===== config.mk =====
export PLATFORM = sky130hd
export DESIGN_NAME = iob_cache_req_master
export DESIGN_NICKNAME = d
export VERILOG_FILES = /design/src/rtl/iob_cache_req_master.sv
export SDC_FILE = /design/constraint.sdc
export NUM_CORES = 1
export LEC_CHECK = 0
export CELL_PAD_IN_SITES_DETAIL_PLACEMENT = 1
export CELL_PAD_IN_SITES_GLOBAL_PLACEMENT = 1
export CORE_ASPECT_RATIO = 0.75
export CORE_MARGIN = 5
export CORE_UTILIZATION = 30
export CTS_CLUSTER_SIZE = 10
export DETAILED_ROUTE_END_ITERATION = 6
export GPL_TIMING_DRIVEN = 0
export HOLD_SLACK_MARGIN = 0.15
export MAX_ROUTING_LAYER = met4
export PLACE_DENSITY = 0.83
export SYNTH_ARGS = -nofsm -noshare
export SYNTH_HDL_FRONTEND = slang
export SYNTH_SLANG_ARGS = --single-unit

===== constraint.sdc =====
create_clock -name clk_i -period 2.7 [get_ports clk_i]
set_input_delay 0.27 -clock clk_i [delete_from_list [all_inputs] [get_ports clk_i]]
set_output_delay 0.27 -clock clk_i [all_outputs]
set_load 0.02 [all_outputs]

===== src/rtl/iob_cache_req_master.sv =====
`default_nettype none
// ============================================================================
//  Module   : iob_cache_req_master
//  Purpose  : IOb-bus initiator for the cache front-end request port. It turns
//             a valid/ready command stream into single IOb transactions, with
//             at most one in flight, and returns read data on a buffered
//             valid/ready response stream. It also keeps read/write counters,
//             a read-timeout monitor and an unexpected-rvalid monitor.
//  Revision : 1.0 - initial release
// ============================================================================
module iob_cache_req_master #(
    parameter int ADDR_W  = 32,
    parameter int DATA_W  = 32,
    parameter int CNT_W   = 16,
    parameter int TIMEOUT = 1024
) (
    input  logic                clk_i,
    input  logic                rst_i,
    input  logic                cke_i,
    // command stream
    input  logic                cmd_valid_i,
    output logic                cmd_ready_o,
    input  logic [ADDR_W-1:0]   cmd_addr_i,
    input  logic [DATA_W-1:0]   cmd_wdata_i,
    input  logic [DATA_W/8-1:0] cmd_wstrb_i,
    input  logic [3:0]          cmd_acache_i,
    // response stream
    output logic                rsp_valid_o,
    input  logic                rsp_ready_i,
    output logic [DATA_W-1:0]   rsp_rdata_o,
    // IOb bus
    output logic                iob_avalid_o,
    output logic [ADDR_W-1:0]   iob_addr_o,
    output logic [DATA_W-1:0]   iob_wdata_o,
    output logic [DATA_W/8-1:0] iob_wstrb_o,
    output logic [3:0]          iob_acache_o,
    input  logic                iob_ready_i,
    input  logic                iob_rvalid_i,
    input  logic [DATA_W-1:0]   iob_rdata_i,
    // monitors
    input  logic                clr_i,
    output logic [CNT_W-1:0]    rd_cnt_o,
    output logic [CNT_W-1:0]    wr_cnt_o,
    output logic                timeout_o,
    output logic                err_o
);

    localparam logic [1:0] S_IDLE    = 2'd0;
    localparam logic [1:0] S_REQ     = 2'd1;
    localparam logic [1:0] S_WAIT_RD = 2'd2;
    localparam logic [1:0] S_RSP     = 2'd3;

    // Wait counter only needs to reach TIMEOUT, where it saturates.
    localparam int              c_TO_W    = (TIMEOUT > 0) ? $clog2(TIMEOUT + 1) : 1;
    localparam logic [c_TO_W-1:0] c_TO_MAX  = c_TO_W'(TIMEOUT);
    localparam logic [c_TO_W-1:0] c_TO_LAST = c_TO_W'((TIMEOUT > 0) ? TIMEOUT - 1 : 0);

    logic [1:0]          r_state;
    logic [ADDR_W-1:0]   r_addr;
    logic [DATA_W-1:0]   r_wdata;
    logic [DATA_W/8-1:0] r_wstrb;
    logic [3:0]          r_acache;
    logic [DATA_W-1:0]   r_rdata;
    logic [c_TO_W-1:0]   r_tcnt;
    logic [CNT_W-1:0]    r_rd_cnt;
    logic [CNT_W-1:0]    r_wr_cnt;
    logic                r_timeout;
    logic                r_err;

    logic w_bus_acc;
    logic w_wr_acc;
    logic w_rd_acc;
    logic w_to_hit;
    logic w_bad_rvalid;

    assign w_bus_acc    = (r_state == S_REQ) && iob_ready_i;
    assign w_wr_acc     = w_bus_acc && (|r_wstrb);
    assign w_rd_acc     = w_bus_acc && !(|r_wstrb);
    // Flag rises on the edge where the wait counter steps onto TIMEOUT.
    assign w_to_hit     = (TIMEOUT != 0) && (r_state == S_WAIT_RD) && !iob_rvalid_i
                          && (r_tcnt == c_TO_LAST);
    assign w_bad_rvalid = iob_rvalid_i && (r_state != S_WAIT_RD);

    // Transaction FSM: command capture, bus request, read wait, response hold.
    always_ff @(posedge clk_i) begin
        if (rst_i) begin
            r_state  <= S_IDLE;
            r_addr   <= '0;
            r_wdata  <= '0;
            r_wstrb  <= '0;
            r_acache <= '0;
            r_rdata  <= '0;
            r_tcnt   <= '0;
        end else if (cke_i) begin
            case (r_state)
                S_IDLE: begin
                    if (cmd_valid_i) begin
                        r_addr   <= cmd_addr_i;
                        r_wdata  <= cmd_wdata_i;
                        r_wstrb  <= cmd_wstrb_i;
                        r_acache <= cmd_acache_i;
                        r_state  <= S_REQ;
                    end
                end
                S_REQ: begin
                    if (iob_ready_i) begin
                        if (|r_wstrb) begin
                            r_state <= S_IDLE;
                        end else begin
                            r_tcnt  <= '0;
                            r_state <= S_WAIT_RD;
                        end
                    end
                end
                S_WAIT_RD: begin
                    if (iob_rvalid_i) begin
                        r_rdata <= iob_rdata_i;
                        r_state <= S_RSP;
                    end else if ((TIMEOUT != 0) && (r_tcnt != c_TO_MAX)) begin
                        r_tcnt <= r_tcnt + 1'b1;
                    end
                end
                default: begin
                    if (rsp_ready_i) begin
                        r_state <= S_IDLE;
                    end
                end
            endcase
        end
    end

    // Transaction counters and sticky flags; clear has priority over updates.
    always_ff @(posedge clk_i) begin
        if (rst_i) begin
            r_rd_cnt  <= '0;
            r_wr_cnt  <= '0;
            r_timeout <= 1'b0;
            r_err     <= 1'b0;
        end else if (cke_i) begin
            if (clr_i) begin
                r_rd_cnt  <= '0;
                r_wr_cnt  <= '0;
                r_timeout <= 1'b0;
                r_err     <= 1'b0;
            end else begin
                if (w_rd_acc)     r_rd_cnt  <= r_rd_cnt + 1'b1;
                if (w_wr_acc)     r_wr_cnt  <= r_wr_cnt + 1'b1;
                if (w_to_hit)     r_timeout <= 1'b1;
                if (w_bad_rvalid) r_err     <= 1'b1;
            end
        end
    end

    assign cmd_ready_o  = (r_state == S_IDLE);
    assign iob_avalid_o = (r_state == S_REQ);
    assign iob_addr_o   = r_addr;
    assign iob_wdata_o  = r_wdata;
    assign iob_wstrb_o  = r_wstrb;
    assign iob_acache_o = r_acache;
    assign rsp_valid_o  = (r_state == S_RSP);
    assign rsp_rdata_o  = r_rdata;
    assign rd_cnt_o     = r_rd_cnt;
    assign wr_cnt_o     = r_wr_cnt;
    assign timeout_o    = r_timeout;
    assign err_o        = r_err;

endmodule
`default_nettype wire


Word-level counts from Yosys, hierarchy flattened. Index checks and enable logic that the tools add are counted. Widths: inputs -> output; s select.

Word-level logic and storage cells: 69. Output and inout bits: 141. Bits in read-only memories: 0. Memory bits (writable): 0. Latch bits: 0. Input bits: 112. Memories: 0. Register bits after elaboration: 151.

Bitwise logic cells: 0. Order comparisons: 0. Reduce and logical (&&, ||, !) cells: 24. Add/sub/neg operators: 3. Multiplexer cells: 19. Equality and inequality tests: 12. Div/mod/pow operators: 0. Shift-type cells: 0. Multiply operators: 0.

Operators by type and width (number): $mux 16 (4); $mux 11 (4); $add 16x1->16 const B (2); $pmux 11 s2 (1); $add 11x1->11 const B (1); $eq 11x10->1 const B (1); $ne 11x11->1 const B (1); $mux 2 (5); $ne 2x2->1 const B (5); $reduce_bool 2->1 (5); $reduce_and 2->1 (4); $logic_and 1x1->1 (6); $pmux 2 s3 (1); $reduce_and 3->1 (2); $reduce_and 6->1 (1); $reduce_and 5->1 (1); $eq 2x2->1 const B (2); $mux 1 (4); $ne 2x1->1 const B (2); $reduce_bool 4->1 (1); $reduce_or 4->1 (1); $eq 2x1->1 const B (1); $logic_not 1->1 (2); $logic_not 2->1 (1).

Logic depth before layout (Yosys ltp). Gate-level depths: netlist of run 1.

Word-level depth: 5. Mapped depth: 8. Gate-level depth less buffers: 7.

Least setup slack after synthesis of run 1. Ideal clock, no wire load.

Kind: reg-to-reg. Start: reg r_state[1]. End: reg r_wr_cnt[11], in the netlist wr_cnt_o[11]. Arrival: 2.155 ns. Period minus slack after synthesis: 2.225 ns. Setup slack: 0.475 ns. Path buffers: 0. Data required time: 2.630 ns. Library setup time: 0.070 ns. Stages on the path, launching flop included: 8. Cells stage by stage: dfxtp_1 inv_1 ha_1 nand3_1 o21ai_1 nand3_1 or4_1 a21oi_1.

Word-level cells in the longest chain between the ends: 5.

RTL lines: start, declared (line 58) `logic [1:0] r_state;`; start signal, assigned (line 87) `r_state <= S_IDLE;`; start signal, assigned (line 102) `r_state <= S_REQ;`; start signal, assigned (line 108) `r_state <= S_IDLE;`; $eq 2x1->1; net iob_avalid_o (line 32) `output logic iob_avalid_o,`; $logic_and 1x1->1 (line 76) `assign w_bus_acc = (r_state == S_REQ) && iob_ready_i;`; $logic_and 1x1->1 (line 77) `assign w_wr_acc = w_bus_acc && (|r_wstrb);`; $reduce_bool 2->1 (no source line); $reduce_and 2->1 (no source line); end signal, assigned (line 147) `if (w_wr_acc) r_wr_cnt <= r_wr_cnt + 1'b1;`; end, declared (line 66) `logic [CNT_W-1:0] r_wr_cnt;`.

The timed path passes the listed nets, and every way through them passes these cells. A chain may end at the register's enable or synchronous reset.

Final worst setup path of run 1.
Start: reg r_state[1]. End: reg r_state[1].

Word-level cells in the longest chain between the ends: 3. Elaborated cells between the ends (all ways): 9. Those cells by class: eq/ne: 5; mux: 1; reduce/logical: 3.

RTL lines: $eq 2x2->1, or another cell as far along (line 95) `case (r_state)`; $ne 2x2->1 (no source line), or another cell as far along; $reduce_and 5->1 (no source line).

Several ways; a longest one is shown, not always the timed one.

==> flow_summary.ini, run 1 <==
[run_status]
status = finished clean

[timing]
setup_viol = 0
slew_viol_final = 0
totalNegativeSetupSlack_ps = 0
fmax_mhz = 406.1
relSlewSlack_pct = 48.41
tightest_slew_ps = 766.8
period_minus_slack_ps = 2463
skew_ps = 10.10
fin_crit_sh_pct = 91.21
finalHoldViolations = 0
rsz0062_at_grt = no

[pwr]
p_clk_share_pct = 42.8
internal-power_uw = 3852
p_leak_uw = 0.003213
pwr_density_cell_nw_per_um2 = 566.9
p_comb_share_pct = 13.1
ir_worst_vdd_v = 0.0003122
p_sw_uw = 1438
sw_frac_of_total_pct = 27.18
seqPwrFrac_pct = 44.1

[logic_synthesis]
synth_top_area_share_pct = 50.94
syn_area_sq_um = 5934
synth_top_cell_by_area = dfxtp_1
synth_seq_area_share_pct = 50.94
synth_xor_xnor_area_share_pct = 2.361
synthSimpleGateAreaFrac_pct = 25.38
syn_inst = 740
syn_nets = 861
synth_top_family_by_area = simple AND/OR/NAND/NOR gates
ys.warnings.count = 0
ys_types = 44
muxShareOfSynthArea_pct = 0.6747
synth_compound_area_share_pct = 14.82
synth_area_per_cell_sq_um = 8.020
synth.area.top_cells = dfxtp_1 (51%), nand2_1 (14%), a21oi_1 (11%), clkbuf_1 (2.6%), xor2_1 (2.2%)
synth-seq-cells = 151
yosys.area_share.adder_pct = 1.898

[critical_path]
reg2reg_slack_ps = 240
cp_max_fo = 6
endpoint_kind = register
path_class = reg -> reg
critPathLaunchType = register
critPathArrivalTime_ps = 2800
required_ps = 3040
r2r-start = r_state[1]
r2r-end = r_state[1]
r2r_cells = 7

[detailed_routing]
first_iter_violations = 242
wl_per_cell_um = 16.73
via_per_inst = 4.800
vias = 6130
finalWirelength_um = 21370
ant_nets = 0
remaining_drc_errors = 0
drt_pass1_iterations = 4

[place]
gp_congestion = 0.8063
portBuffers = 251
dp.final_hpwl_um = 16130

[cts]
cts_max_level = 4
clk_path_buf_depth = 2
postCtsSetupBuffers = 0
clk_latency_ps = 420
cts_buffers = 17
clock-sinks = 151
clkSlewWorstSetupHoldPaths_ps = 60
cts_tree = built
ctsRootBufferMaster = clkbuf_16

[global_routing]
grt_pass1_vias = 6319
grt_max_degree = 17
antenna_found_initial = 1
globalRouteOverflowTotal = 0
grt_pass1_wl_um = 33130
grt_usage_pct = 18.79

[floorplanning]
fp-row-count = 44
die_h_um = 131.8
start_util_pct = 30.62
core_region_area_sq_um = 19380
die_area_sq_um = 22720
die_w_um = 172.4
pin_count = 253

[cells_and_area]
synthToLayoutAreaGrowth_pct = 57.24
fin_util_pct = 48.15
final_common_cell = clkdlybuf4s50_1
final_cell_mix = clkdlybuf4s50_1 (251), nand2_1 (226), dfxtp_1 (151)
fillers = 2325
nets = 1131
layout-drive-gt1-share_pct = 4.399

[run]
max_cap_violations = 0

[hold_path]
hold_end = timeout_o
hp-class = in -> reg
whs_path_depth = 3
hold_start = cke_i
worst max-delay path, cell delays in order (launching register included):
cell	delay (ps)
dfxtp_1	420
inv_1	100
ha_1	260
inv_1	120
o21ai_0	150
or4_1	620
or4_2	570
a21oi_1	150
flip-flops by register name, indices dropped and copies added, names as in the netlist:
signal        flops
wr_cnt_o         16
iob_wdata_o      32
rsp_rdata_o      32
r_tcnt           11
iob_acache_o      4
iob_wstrb_o       4
err_o             1
timeout_o         1
r_state           2
iob_addr_o       32
rd_cnt_o         16
metrics by stage:
stage / worst slack, ps / power (uW) / cell area (sq um) / cells / hold WS, ps
floorplan: 474.8 / 2678 / 5934 / 740 / 406.0
global placement: 234.8 / 3062 / 8763 / 1244 / 439.6
detailed placement: 142.0 / 3078 / 8763 / 1244 / 446.6
CTS: 118.9 / 5360 / 9320 / 1276 / 257.7
global route: 23.32 / 5522 / 9331 / 1277 / 265.9
finish: 237.4 / 5290 / 9331 / 1277 / 263.4
what timing repair did:
action                                  4_1_cts  5_1_grt
hold buffers                                  0        0
resized for setup                             0        2
hold endpoints to repair                      0        0
endpoints found under the setup margin        0        4
final cells by class:
class	instances	area (sq um)	area share, %
sequential	151	3023	32.39
multi-input combinational	530	2688	28.80
timing repair buffer	251	2512	26.92
clock buffer	18	439.2	4.706
tap	253	316.6	3.392
buffer	45	180.2	1.931
clock inverter	14	117.6	1.260
inverter	14	52.55	0.5632
antenna	1	2.502	0.02682
cell usage after synthesis (all sizes together):
| master | instances |
|---|---|
| dfxtp | 151 |
| nand3b | 1 |
| inv | 14 |
| o31ai | 3 |
| and2 | 5 |
| a21oi | 126 |
| xnor2 | 1 |
| nor4b | 2 |
| nor3 | 10 |
| clkbuf | 41 |
| nand4 | 18 |
| a221oi | 1 |
| nor3b | 1 |
| a32o | 4 |
| mux2i | 4 |
| or3 | 10 |
| and4b | 1 |
| nand4b | 1 |
| nand2 | 226 |
| nor4 | 2 |
| and4 | 5 |
| o21bai | 1 |
| and3 | 6 |
| a22oi | 2 |
| buf | 4 |
| a21o | 3 |
| a31oi | 3 |
| ha | 9 |
| o21ai | 17 |
| or2 | 1 |
| or4 | 6 |
| o21a | 1 |
| nor2b | 1 |
| nand3 | 14 |
| nor2 | 29 |
| o211a | 1 |
| xor2 | 15 |
worst max path at each step:
stage / start / end / slack (ps) / depth (start not counted)
after floorplan: r_state[1] / wr_cnt_o[11] / 470 / 7
after global placement: iob_ready_i / wr_cnt_o[11] / 230 / 6
after detailed placement: iob_ready_i / wr_cnt_o[11] / 140 / 6
after CTS: r_state[1] / wr_cnt_o[11] / 120 / 7
after global routing: r_state[0] / r_tcnt[2] / 20 / 7
final: r_state[1] / r_state[1] / 240 / 7
routing by layer:
layer  global-route usage [%]  up-vias  routed length (um)
met5                        -        -                   0
met3                    8.213       13                2145
met2                    29.52      181                9919
met4                    4.103        0                 150
met1                    22.35     2895                9154
li1                         -     3041                   -
logic make-up after synthesis:
kind of cell,count (synthesis)
DFF,151
adders and majority gates,9
xor gates and xnor gates,16
muxes,4
and+or+nand+nor,339
AOI/OAI and AO/OA,162
buffers and inverters,59
power groups by stage:
stage	logic (uW)	clock network (uW)	registers [uW]
floorplan	220	0	2460
global placement	683	0	2380
detailed placement	695	0	2380
CTS	701	2330	2330
global route	751	2430	2340
finish	693	2260	2330
(Power assumes the default switching activity.)
==> run 2, diff against run 1 <==
==> constraint.sdc (replaced) <==
create_clock -name clk_i -period 2.6 [get_ports clk_i]
set_input_delay 0.26 -clock clk_i [delete_from_list [all_inputs] [get_ports clk_i]]
set_output_delay 0.26 -clock clk_i [all_outputs]
set_load 0.02 [all_outputs]
==> run 2 against run 1 <==
Net effect:
- final cell count did not move
- highest routed layer unchanged
- die area unchanged
- clock power up 4%
- cell area about the same
- largest power group unchanged
==> flow_summary.ini, run 2 (synthesis results as in run 1) <==
[global_routing]
globalRouteOverflowTotal = 0
grt_pass1_vias = 6319
grt_usage_pct = 18.79
grt_pass1_wl_um = 33130
grt_max_degree = 17
antenna_found_initial = 1

[timing]
relSlewSlack_pct = 46.42
totalNegativeSetupSlack_ps = 0
hold_ws_ps = 256.3
setup_viol = 0
fin_ws_ps = 106.8
skew_ps = 8.737
fin_crit_sh_pct = 95.89
fmax_mhz = 401.1
slew_viol_final = 0
finalHoldViolations = 0
tightest_slew_ps = 796.4
period_minus_slack_ps = 2493

[pwr]
pwr_density_cell_nw_per_um2 = 588.5
seqPwrFrac_pct = 44.1
p_comb_share_pct = 13.1
p_sw_uw = 1495
sw_frac_of_total_pct = 27.21
p_clk_share_pct = 42.8
p_leak_uw = 0.003217
internal-power_uw = 4000
ir_worst_vdd_v = 0.0003242

[hold_path]
whs_path_depth = 3
hp-class = in -> reg

[floorplanning]
die_w_um = 172.4
start_util_pct = 30.62
die_area_sq_um = 22720
fp-row-count = 44
core_region_area_sq_um = 19380
die_h_um = 131.8
pin_count = 253

[critical_path]
r2r_cells = 7
cp-startpoint = r_state[1]
r2r-end = r_state[1]
reg2reg_slack_ps = 110
critPathLaunchType = register
path_class = reg -> reg
r2r-start = r_state[1]
required_ps = 2940
cp_max_fo = 6
endpoint_kind = register
endpoint = r_state[1]
critPathArrivalTime_ps = 2840

[detailed_routing]
wl_per_cell_um = 16.75
wl_met2_um = 9893
vias = 6135
wl_met3_um = 2149
finalWirelength_um = 21390
remaining_drc_errors = 0
via_per_inst = 4.804
highest_layer = met4
drt_pass1_iterations = 4
first_iter_violations = 259
ant_nets = 0
met1Wirelength_um = 9144

[place]
dp.final_hpwl_um = 16130
gp_congestion = 0.8063
dp_slack_ps = 52.00
place_area_sq_um = 8763
portBuffers = 251

[run]
max_cap_violations = 0

[cells_and_area]
layout-drive-gt1-share_pct = 4.497
fin_util_pct = 48.19
finish.instance_area_sq_um = 9338
nets = 1131
final_common_cell = clkdlybuf4s50_1
synthToLayoutAreaGrowth_pct = 57.35
final_cell_mix = clkdlybuf4s50_1 (251), nand2_1 (226), dfxtp_1 (151)

[cts]
cts_buffers = 17
postCtsHoldBufs = 0
ctsRootBufferMaster = clkbuf_16
clk_path_buf_depth = 2
clk_latency_ps = 420
clock-sinks = 151
cts_tree = built
cts_max_level = 4
clkSlewWorstSetupHoldPaths_ps = 60

[run_status]
status = finished clean
## run 2: cell types whose count changed in the layout (fill, tap and decap cells not counted)
cell	before	now
a221oi_1	1	0
a221oi_2	0	1
## run 2: how the worst min path moves through the flow
stage | from | to | slack [ps]
finish | cke_i | timeout_o | 260
CTS | cke_i | timeout_o | 250
global route | cke_i | timeout_o | 260
floorplan | cmd_acache_i[0] | iob_acache_o[0] | 400
global placement | iob_wdata_o[25] | iob_wdata_o[25] | 440
detailed placement | iob_addr_o[31] | iob_addr_o[31] | 450
## run 2: stage by stage
step / power [uW] / cells
after floorplan: 2781 / 740
after global placement: 3180 / 1244
after detailed placement: 3196 / 1244
after CTS: 5566 / 1276
after global routing: 5736 / 1277
final: 5495 / 1277
## run 2: power groups by stage
stage                     Sequential [uW]  Clock [uW]  Combinational [uW]
after global placement               2470           0                 709
after CTS                            2420        2420                 728
after global routing                 2430        2520                 781
after detailed placement             2470           0                 722
after floorplan                      2550           0                 228
final                                2420        2350                 722
## run 2: what timing repair did
| item | 4_1_cts | 5_1_grt |
|---|---|---|
| buffers inserted | 0 | 0 |
| gates resized for setup | 0 | 3 |
| setup endpoints to repair | 0 | 12 |
## run 2: final cells by class
type	count	area, sq um
inverter	14	52.55
timing repair buffer	251	2512
multi-input combinational	530	2694
tap	253	316.6
antenna	1	2.502
fill	2328	10040
buffer	45	180.2
sequential	151	3023
clock buffer	18	439.2
clock inverter	14	117.6
## run 2: metal layers
metal | vias to the layer above | track usage (%)
li1 | 3042 | -
met4 | 0 | 4.103
met2 | 177 | 29.52
met3 | 18 | 8.213
met1 | 2898 | 22.35
met5 | - | -
## run 2: critical path: stages (launching register included)
cell and delay, ps:
dfxtp_1 420, inv_1 100, ha_1 270, inv_1 130
o21ai_0 160, or4_1 620, or4_2 570, a21oi_1 150
==> run 3, diff against run 2 <==
--- a/config.mk
+++ b/config.mk
@@ -16,6 +16,7 @@
 export HOLD_SLACK_MARGIN = 0.15
 export MAX_ROUTING_LAYER = met4
 export PLACE_DENSITY = 0.83
+export RECOVER_POWER = 100
 export SYNTH_ARGS = -nofsm -noshare
 export SYNTH_HDL_FRONTEND = slang
 export SYNTH_SLANG_ARGS = --single-unit
==> run 3 against run 2 <==
Net effect:
- first-iteration DRC count up 5.8%
- worst hold slack better by 1.5 ps
- critical path type unchanged
- clock power about the same
==> flow_summary.ini, run 3 (synthesis results as in run 1) <==
[timing]
relSlewSlack_pct = 46.75
tightest_slew_ps = 791.4
fin_crit_sh_pct = 95.96
setup_viol = 0
skew_ps = 14.93
finalHoldViolations = 0
period_minus_slack_ps = 2495
slew_viol_final = 0
totalNegativeSetupSlack_ps = 0
fmax_mhz = 400.8

[pwr]
p_sw_uw = 1490
p_leak_uw = 0.003676
ir_worst_vdd_v = 0.0003209
pwr_density_cell_nw_per_um2 = 585.2
internal-power_uw = 3976
p_clk_share_pct = 43.0
sw_frac_of_total_pct = 27.25
p_comb_share_pct = 12.8
seqPwrFrac_pct = 44.2

[global_routing]
grt_pass1_wl_um = 33130
antenna_found_initial = 1
grt_pass1_vias = 6319
grt_max_degree = 17
globalRouteOverflowTotal = 0
grt_usage_pct = 18.79

[floorplanning]
die_area_sq_um = 22720
fp-row-count = 44
start_util_pct = 30.62
die_h_um = 131.8
pin_count = 253
core_region_area_sq_um = 19380
die_w_um = 172.4

[cells_and_area]
final_cell_mix = nand2_1 (226), dfxtp_1 (151), dlygate4sd3_1 (140)
layout-drive-gt1-share_pct = 4.497
nets = 1131
final_common_cell = nand2_1
synthToLayoutAreaGrowth_pct = 57.39
fillers = 2328
finish.instance_area_sq_um = 9340

[critical_path]
path_class = reg -> reg
crit_path_cell_trace = inv_1, ha_1, inv_1, o21ai_0, or4_1, or4_2, a21oi_1
cpMaxStageDelayCell = or4_1
cp_max_fo = 6
endpoint_kind = register
critPathArrivalTime_ps = 2840
path_delay_family = simple AND/OR/NAND/NOR gates
cp_num_buf_inv = 2
max_stage_delay_ps = 620
critPathLaunchType = register
reg2reg_slack_ps = 100
path_common_cell = inv_1
required_ps = 2940

[cts]
postCtsHoldBufs = 0
cts_tree = built
clk_latency_ps = 430
clk_path_buf_depth = 2
cts_repair_resize_count = 0
clkSlewWorstSetupHoldPaths_ps = 60
postCtsSetupBuffers = 0
ctsRootBufferMaster = clkbuf_16
cts_buffers = 17
clock-sinks = 151
cts_max_level = 4

[hold_path]
hp-class = in -> reg

[place]
dp.final_hpwl_um = 16130
place_area_sq_um = 8763
portBuffers = 251
gp_congestion = 0.8063

[run_status]
status = finished clean

[detailed_routing]
drt_pass1_iterations = 4
finalWirelength_um = 21340
ant_nets = 0
vias = 6133
via_per_inst = 4.799
first_iter_violations = 274
wl_per_cell_um = 16.70
remaining_drc_errors = 0

[run]
max_cap_violations = 0
-- run 3: changes by cell type in the layout (fill, tap and decap cells not counted) --
cell and change:
clkdlybuf4s50_1 -140, dlygate4sd3_1 +140, diode_2 +1
-- run 3: path summary, 6_finish.rpt --
path,start,endpoint,depth (start not counted)
hold / removal,cke_i,timeout_o,3
setup reg to reg,r_state[1],r_state[1],7
hold reg to reg,iob_wdata_o[30],iob_wdata_o[30],2
setup / recovery,r_state[1],r_state[1],7
-- run 3: power groups by stage --
| stage | Sequential, uW | Combinational [uW] | Clock (uW) |
|---|---|---|---|
| global route | 2430 | 758 | 2520 |
| finish | 2420 | 698 | 2350 |
| CTS | 2420 | 728 | 2420 |
| global placement | 2470 | 709 | 0 |
| detailed placement | 2470 | 722 | 0 |
| floorplan | 2550 | 228 | 0 |
-- run 3: metrics by stage --
step / utilization, % / instances / setup WS, ps / hold WS, ps / total power (uW)
final: 48.20 / 1278 / 105.0 / 257.8 / 5466
after CTS: 48.10 / 1276 / 18.93 / 247.7 / 5566
after global routing: 48.19 / 1277 / -9.395 / 255.0 / 5709
after detailed placement: 45.22 / 1244 / 52.00 / 446.6 / 3196
after global placement: 45.22 / 1244 / 144.8 / 439.6 / 3180
after floorplan: - / 740 / 374.8 / 396.0 / 2781
-- run 3: worst register-to-register path, stage by stage (launching register included) --
cell and delay [ps]:
dfxtp_1 420, inv_1 100, ha_1 270, inv_1 130
o21ai_0 160, or4_1 620, or4_2 570, a21oi_1 150
-- run 3: final cells by class --
cell class / count / area [sq um] / share of cell area, %
inverters: 14 / 52.55 / 0.5626
multi-input cells: 530 / 2694 / 28.84
diodes: 2 / 5.005 / 0.05358
plain buffers: 45 / 180.2 / 1.929
repair buffers: 251 / 2512 / 26.90
well taps: 253 / 316.6 / 3.389
flip-flops and latches: 151 / 3023 / 32.36
clock buffers: 18 / 439.2 / 4.702
clock inverters: 14 / 117.6 / 1.259
-- run 3: per-layer routing --
| layer | vias to the layer above | track usage (%) | wire length (um) |
|---|---|---|---|
| met3 | 15 | 8.213 | 2108 |
| met1 | 2903 | 22.35 | 9165 |
| met4 | 0 | 4.103 | 176 |
| li1 | 3046 | - | - |
| met2 | 169 | 29.52 | 9886 |
| met5 | - | - | 0 |
